File: config.mk
export PLATFORM = sky130hd
export DESIGN_NAME = iic_cfg_seq
export DESIGN_NICKNAME = d
export VERILOG_FILES = /design/src/rtl/iic_cfg_seq.sv
export SDC_FILE = /design/constraint.sdc
export NUM_CORES = 1
export LEC_CHECK = 0
export BUFFER_PORTS_ARGS = -buffer_cell sky130_fd_sc_hd__buf_4
export CAP_MARGIN = 20
export CORE_ASPECT_RATIO = 1.4
export CORE_MARGIN = 1.5
export CORE_UTILIZATION = 25
export DETAILED_ROUTE_END_ITERATION = 8
export SLEW_MARGIN = 20
export SYNTH_ARGS = -nofsm -noshare
export SYNTH_HDL_FRONTEND = slang
export SYNTH_SLANG_ARGS = --single-unit
File: constraint.sdc
create_clock -name clk_i -period 3.3 [get_ports clk_i]
set_clock_uncertainty 0.1 [all_clocks]
set_input_delay 0.165 -clock clk_i [delete_from_list [all_inputs] [get_ports clk_i]]
set_output_delay 0.165 -clock clk_i [all_outputs]
set_load 0.03 [all_outputs]
File: src/rtl/iic_cfg_seq.sv
// rtl/iic_cfg_seq.sv - register-initialisation sequencer in front of iic_drive
//
// Walks an external table of {reg[15:0], data[7:0]} entries and issues one
// driver write per entry, optionally followed by a read-back compare.
// Failed attempts are retried; done/fail are reported as levels.
// Entry 16'hFFFF ends the table, 16'hFFFE waits data*DLY_UNIT cycles.
//
// Ports:
//   clk_i, rst_n            clock, asynchronous active-low reset
//   cfg_start               start request (accepted when not busy)
//   tbl_idx / tbl_data      table index out, entry in (combinational lookup)
//   drv_*                   command/status interface of iic_drive
//   cfg_busy/done/fail      sequence status
//   fail_idx, err_cnt       index of failing entry, failed attempt count
module iic_cfg_seq #(
  parameter logic [7:0] DEV_ADDR  = 8'h3C,
  parameter int         TBL_LEN   = 16,
  parameter int         IDX_W     = 8,
  parameter int         GAP_CYC   = 16,
  parameter int         MAX_RETRY = 3,
  parameter int         BUSY_TO   = 64,
  parameter int         VERIFY    = 1,
  parameter int         DLY_UNIT  = 1024
) (
  input  logic             clk_i,
  input  logic             rst_n,
  input  logic             cfg_start,
  output logic [IDX_W-1:0] tbl_idx,
  input  logic [23:0]      tbl_data,
  output logic             drv_start_en,
  output logic             drv_wr_rd_flag,
  output logic [7:0]       drv_dev_addr,
  output logic [15:0]      drv_register,
  output logic [7:0]       drv_data_byte,
  input  logic             drv_busy,
  input  logic             drv_err,
  input  logic [7:0]       drv_rd_data,
  output logic             cfg_busy,
  output logic             cfg_done,
  output logic             cfg_fail,
  output logic [IDX_W-1:0] fail_idx,
  output logic [7:0]       err_cnt
);

  localparam int DW = 8 + $clog2(DLY_UNIT);

  typedef enum logic [3:0] {
    S_IDLE, S_FETCH, S_ISSUE, S_WAIT_ACK, S_WAIT_DONE,
    S_CHECK, S_GAP, S_DELAY, S_DONE, S_FAIL
  } state_t;

  state_t           state;
  state_t           gap_tgt;
  logic [15:0]      reg_r;
  logic [7:0]       dat_r;
  logic             phase;      // 0 = write, 1 = read-back
  logic [3:0]       retry;
  logic             err_seen;
  logic [7:0]       rd_cap;
  logic [15:0]      tmr;        // shared by busy timeout and inter-transaction gap
  logic [DW-1:0]    dly;
  logic [IDX_W-1:0] idx_nxt;
  logic             chk_fail;

  assign idx_nxt  = tbl_idx + 1'b1;
  assign chk_fail = err_seen | (phase & (rd_cap != dat_r));

  // Command fields come straight from the entry registers, which only change
  // in FETCH (reg/data) and CHECK (phase), so they hold from ISSUE to CHECK.
  assign drv_dev_addr   = DEV_ADDR;
  assign drv_register   = reg_r;
  assign drv_data_byte  = dat_r;
  assign drv_wr_rd_flag = phase;

  always_ff @(posedge clk_i or negedge rst_n) begin
    if (!rst_n) begin
      state        <= S_IDLE;
      gap_tgt      <= S_IDLE;
      reg_r        <= '0;
      dat_r        <= '0;
      phase        <= 1'b0;
      retry        <= '0;
      err_seen     <= 1'b0;
      rd_cap       <= '0;
      tmr          <= '0;
      dly          <= '0;
      tbl_idx      <= '0;
      drv_start_en <= 1'b0;
      cfg_busy     <= 1'b0;
      cfg_done     <= 1'b0;
      cfg_fail     <= 1'b0;
      fail_idx     <= '0;
      err_cnt      <= '0;
    end else begin
      drv_start_en <= 1'b0;
      case (state)
        S_IDLE, S_DONE, S_FAIL: begin
          if (cfg_start) begin
            state    <= S_FETCH;
            tbl_idx  <= '0;
            retry    <= '0;
            err_cnt  <= '0;
            cfg_done <= 1'b0;
            cfg_fail <= 1'b0;
            fail_idx <= '0;
            cfg_busy <= 1'b1;
          end
        end
        S_FETCH: begin
          // Decode on the incoming entry so the request leaves one cycle later.
          reg_r <= tbl_data[23:8];
          dat_r <= tbl_data[7:0];
          phase <= 1'b0;
          if (tbl_data[23:8] == 16'hFFFF) begin
            state    <= S_DONE;
            cfg_done <= 1'b1;
            cfg_busy <= 1'b0;
          end else if (tbl_data[23:8] == 16'hFFFE) begin
            state <= S_DELAY;
            dly   <= DW'(tbl_data[7:0]) * DW'(DLY_UNIT);
          end else begin
            state        <= S_ISSUE;
            drv_start_en <= 1'b1;
          end
        end
        S_ISSUE: begin
          err_seen <= 1'b0;
          tmr      <= '0;
          state    <= S_WAIT_ACK;
        end
        S_WAIT_ACK: begin
          if (drv_busy) begin
            err_seen <= err_seen | drv_err;
            rd_cap   <= drv_rd_data;
            state    <= S_WAIT_DONE;
          end else if (tmr == 16'(BUSY_TO - 1)) begin
            err_seen <= 1'b1;
            state    <= S_CHECK;
          end else begin
            tmr <= tmr + 1'b1;
          end
        end
        S_WAIT_DONE: begin
          // Driver clears err/rd_data on return to idle: capture only while busy.
          if (drv_busy) begin
            err_seen <= err_seen | drv_err;
            rd_cap   <= drv_rd_data;
          end else begin
            state <= S_CHECK;
          end
        end
        S_CHECK: begin
          tmr <= '0;
          if (chk_fail) begin
            if (err_cnt != 8'hFF) err_cnt <= err_cnt + 1'b1;
            if (retry < 4'(MAX_RETRY)) begin
              retry   <= retry + 1'b1;
              phase   <= 1'b0;
              gap_tgt <= S_ISSUE;
              state   <= S_GAP;
            end else begin
              fail_idx <= tbl_idx;
              cfg_fail <= 1'b1;
              cfg_busy <= 1'b0;
              state    <= S_FAIL;
            end
          end else if (!phase && (VERIFY != 0)) begin
            phase   <= 1'b1;
            gap_tgt <= S_ISSUE;
            state   <= S_GAP;
          end else begin
            tbl_idx <= idx_nxt;
            retry   <= '0;
            if (idx_nxt == IDX_W'(TBL_LEN)) begin
              state    <= S_DONE;
              cfg_done <= 1'b1;
              cfg_busy <= 1'b0;
            end else begin
              gap_tgt <= S_FETCH;
              state   <= S_GAP;
            end
          end
        end
        S_GAP: begin
          if (tmr == 16'(GAP_CYC - 1)) begin
            state <= gap_tgt;
            if (gap_tgt == S_ISSUE) drv_start_en <= 1'b1;
          end else begin
            tmr <= tmr + 1'b1;
          end
        end
        S_DELAY: begin
          if (dly == '0) begin
            tbl_idx <= idx_nxt;
            if (idx_nxt == IDX_W'(TBL_LEN)) begin
              state    <= S_DONE;
              cfg_done <= 1'b1;
              cfg_busy <= 1'b0;
            end else begin
              state <= S_FETCH;
            end
          end else begin
            dly <= dly - 1'b1;
          end
        end
        default: state <= S_IDLE;
      endcase
    end
  end

endmodule

==> summary.md <==
| Metric | Value |
|---|---|
| Status | `finished clean` |
| Most common cell in the netlist | `nand2_1` |
| P_leak | `roughly 3.2 nW` |
| ANT nets after route | `0` |
| Async S/R FF share, synth | `100%` |
| Number of global-route vias before repair | `4,842` |
| Vias per cell | `4.69` |
| Startpoint Class | `flop` |
| Mux cell area share after synthesis | `between 3 and 4%` |
| Worst setup margin | `625 ps` |
| Clock latency on the worst-skew pair | `350 ps` |
| Filler Cell Count | `2,231` |
| Seq cells post-synth | `106` |
| Max-Cap Viols | `0` |
| Fin area | `7220 µm²` |
| Met3 wire length | `just under 400 µm` |
| Non-Filler Instances | `approximately 1,000` |
| Main synth FF type | `dfrtp_1` |
| Deepest clock path buffer count | `2` |
| Syn Inst Count | `605` |
| Upper clock frequency limit | `374 MHz` |
| Final Hold Slack | `173 ps` |
| DIE HEIGHT | `179 µm` |
| Hold Startpoint | `drv_err` |
| Clk slew on worst S/H paths | `80 ps` |
| Total Routing Usage GR | `13.2%` |
| GPL Wtd Cong | `between 0.8 and 0.9` |
| Clock Sink Count | `106` |
| Synth Cell Area | `5550 µm²` |
| RSZ-0062 raised after global routing | `no` |
| DR iter-0 viols | `180` |
| TNS Setup | `0 ps` |
| Synth cell count leaders | `nand2_1 (128), dfrtp_1 (106), nor2_1 (47), xor2_1 (27), nand3_1 (25)` |
| Nets | `767` |
| Synthesis-to-finish area growth | `30.0%` |
| Hold Path Sink | `err_seen` |
| Final setup viols | `0` |
| Layout cells sized above 1 | `roughly 20%` |
| Largest net degree at the start of global routing | `44` |
| Grt ovf | `0` |
| Largest family of logic cells by synthesized area | `simple AND/OR/NAND/NOR gates` |
| Compound-Gate Fraction of Synth Area | `11.6%` |
| Register area share after synthesis | `47.8%` |
| Final Power | `between 5 and 6 mW` |
| Residual DRC count | `0` |
| Routed Wire Length | `approximately 15,000 µm` |
| Unique masters post-synth | `between 60 and 70` |
| PwrDens | `roughly 710 nW/µm²` |
| Hpwl dp | `~11,000 µm` |
| Site Rows | `64` |
| Crit. End Element | `flop` |
| Area share of the largest cell type after synthesis | `47.8%` |
| Met1 WL | `5780 µm` |
| Crit share post-route | `81.1%` |
| Met2 routed WL | `about 8100 µm` |
| WL per Instance | `about 14 µm` |
| Least-Margin Pin Slew | `713 ps` |
| Worst Setup Path Type | `flop to flop` |
| Final Slew Violations | `0` |
| Die area | `23,100 µm²` |
| Initial Util | `25.4%` |
| Post-synth EDFFs | `0` |
| Simple-gate area share of the yosys netlist | `27.2%` |
| Clk root buf | `clkbuf_16` |
| Post-DP Area | `between 6000 and 7000 µm²` |
| CTS buffer count | `9` |
| Yosys Warn Count | `0` |
| Hold Path Depth | `4` |
| Reg2reg start | `state[0]` |
| Post-Place Cells | `977` |
| Post-CTS setup buffers | `0` |
| H-Tree Depth | `3` |
| Min-delay worst type | `input pin to flop` |
| Global-route wire length before repair | `24,300 µm` |
| Buffers on Ports | `89` |
| Min Tclk post-route | `approximately 2700 ps` |
| Vias | `4,812` |
| Ranking of synthesized cells by area | `dfrtp_1 (48%), nand2_1 (8.7%), xor2_1 (4.3%)` |
| FF-to-FF path depth | `6` |
| Horiz. Die Dim | `129 µm` |
| Post-layout util | `33.0%` |
| Worst Path Max Fanout | `19` |
| Hold Vio Cnt, Final | `0` |
| Max-Slew Margin vs Limit | `52.1%` |
| Core area | `21,900 µm²` |
| Initial DRT Pass Iterations | `4` |
| R2r endpoint | `tmr[15]` |
| Mean post-synth cell area | `9.18 µm²` |
| Post-synthesis xor/xnor area fraction | `roughly 5.0%` |
| Diode count | `0` |
| Maximum VDD drop | `about 0.26 mV` |
| Synth area leader | `dfrtp_1` |
| Worst Path Arrival | `2850 ps` |
| Initial antenna violation count | `0` |
| Setup slack after placement | `648 ps` |
| Adder-Cell Fraction of Synth Area | `1.35%` |
| Top sig layer | `met4` |
| Total I/O pin count | `98` |
| Reg2reg setup slack | `620 ps` |
| WP data required | `3480 ps` |
| CTS tree | `built` |
==> sequential cells by signal, summed over array words and instances (netlist names), 2 cells and up <==
signal and cells:
dly 18, drv_register 16, drv_data_byte 8, gap_tgt 2
rd_cap 8, retry 4, err_cnt 8, tmr 16
state 4, fail_idx 8, tbl_idx 8
==> report_power, final <==
part | total, mW | internal [mW] | switching [mW]
sequential | 1.93 | 1.61 | 0.322
clock | 1.14 | 0.612 | 0.530
combinational | 2.05 | 0.777 | 1.28
total | 5.13 | 3.00 | 2.13
==> routing by layer <==
metal / up-vias / GRT usage (%)
li1: 2354 / -
met1: 2333 / 14.7
met2: 97 / 24.9
met3: 28 / 1.90
met4: 0 / 5.76
met5: - / 0
==> layout by cell type, fill, tap and decap left out, types with 4 or more instances in the layout <==
| cell | Yosys | layout |
|---|---|---|
| a211oi_1 | 4 | 4 |
| conb_1 | 2 | 8 |
| nor3_1 | 10 | 10 |
| and2_1 | 4 | 4 |
| nand3b_1 | 4 | 4 |
| buf_4 | 8 | 102 |
| or3_1 | 9 | 9 |
| and3_1 | 10 | 10 |
| a22o_1 | 11 | 11 |
| mux2_2 | 10 | 10 |
| nand2_1 | 128 | 128 |
| and4_1 | 5 | 5 |
| a221o_1 | 4 | 4 |
| nand4_1 | 16 | 16 |
| dfrtp_1 | 106 | 106 |
| xor2_1 | 27 | 27 |
| clkbuf_16 | 0 | 9 |
| nor2_1 | 47 | 47 |
| nand2b_1 | 10 | 10 |
| dlygate4sd3_1 | 0 | 33 |
| o211ai_1 | 4 | 4 |
| inv_1 | 11 | 11 |
| nand3_1 | 25 | 25 |
| mux2i_1 | 6 | 6 |
| o21ai_0 | 21 | 21 |
| a21oi_1 | 19 | 19 |
| xnor2_1 | 5 | 5 |
| nor4_1 | 12 | 12 |
| ha_1 | 6 | 6 |
==> repair_timing <==
item                                   in CTS  in global routing
resized for setup                           0                  0
hold buffers                               33                  0
endpoints found under the hold margin      68                  0
==> final cells by class <==
| type | count | area (µm²) | share of cell area (%) |
|---|---|---|---|
| Multi-Input combinational cell | 460 | 2720 | 37.7 |
| Clock inverter | 7 | 93.8 | 1.30 |
| Clock buffer | 9 | 225 | 3.12 |
| Inverter | 11 | 41.3 | 0.572 |
| Sequential cell | 106 | 2650 | 36.7 |
| Timing Repair Buffer | 136 | 1120 | 15.5 |
| Tap cell | 297 | 372 | 5.15 |
==> how the worst max path moves through the flow <==
stage,startpoint,to,cells past startpoint
after CTS,state[0],tmr[15],6
final,state[0],tmr[15],6
after global placement,state[0],tmr[15],6
after global routing,state[0],tmr[15],6
after detailed placement,state[0],tmr[15],6
after floorplan,tbl_idx[3],cfg_busy,7
==> critical path: stages (launching register included) <==
cell	delay (ps)
dfrtp_1	600
nand2_1	110
nor4_1	480
a22o_1	650
nand4_1	180
or3_1	340
a21oi_1	140
==> cells by family (layout without fill, tap and decap cells) <==
| family | Yosys count | in the layout |
|---|---|---|
| other | 2 | 8 |
| adders and majority gates | 6 | 6 |
| AOI/OAI and AO/OA | 92 | 92 |
| xor gates and xnor gates | 32 | 32 |
| buffers and inverters | 45 | 163 |
| and+or+nand+nor | 306 | 306 |
| DFF | 106 | 106 |
| muxes | 16 | 16 |
Note: power is estimated with default switching activity, not from simulation.
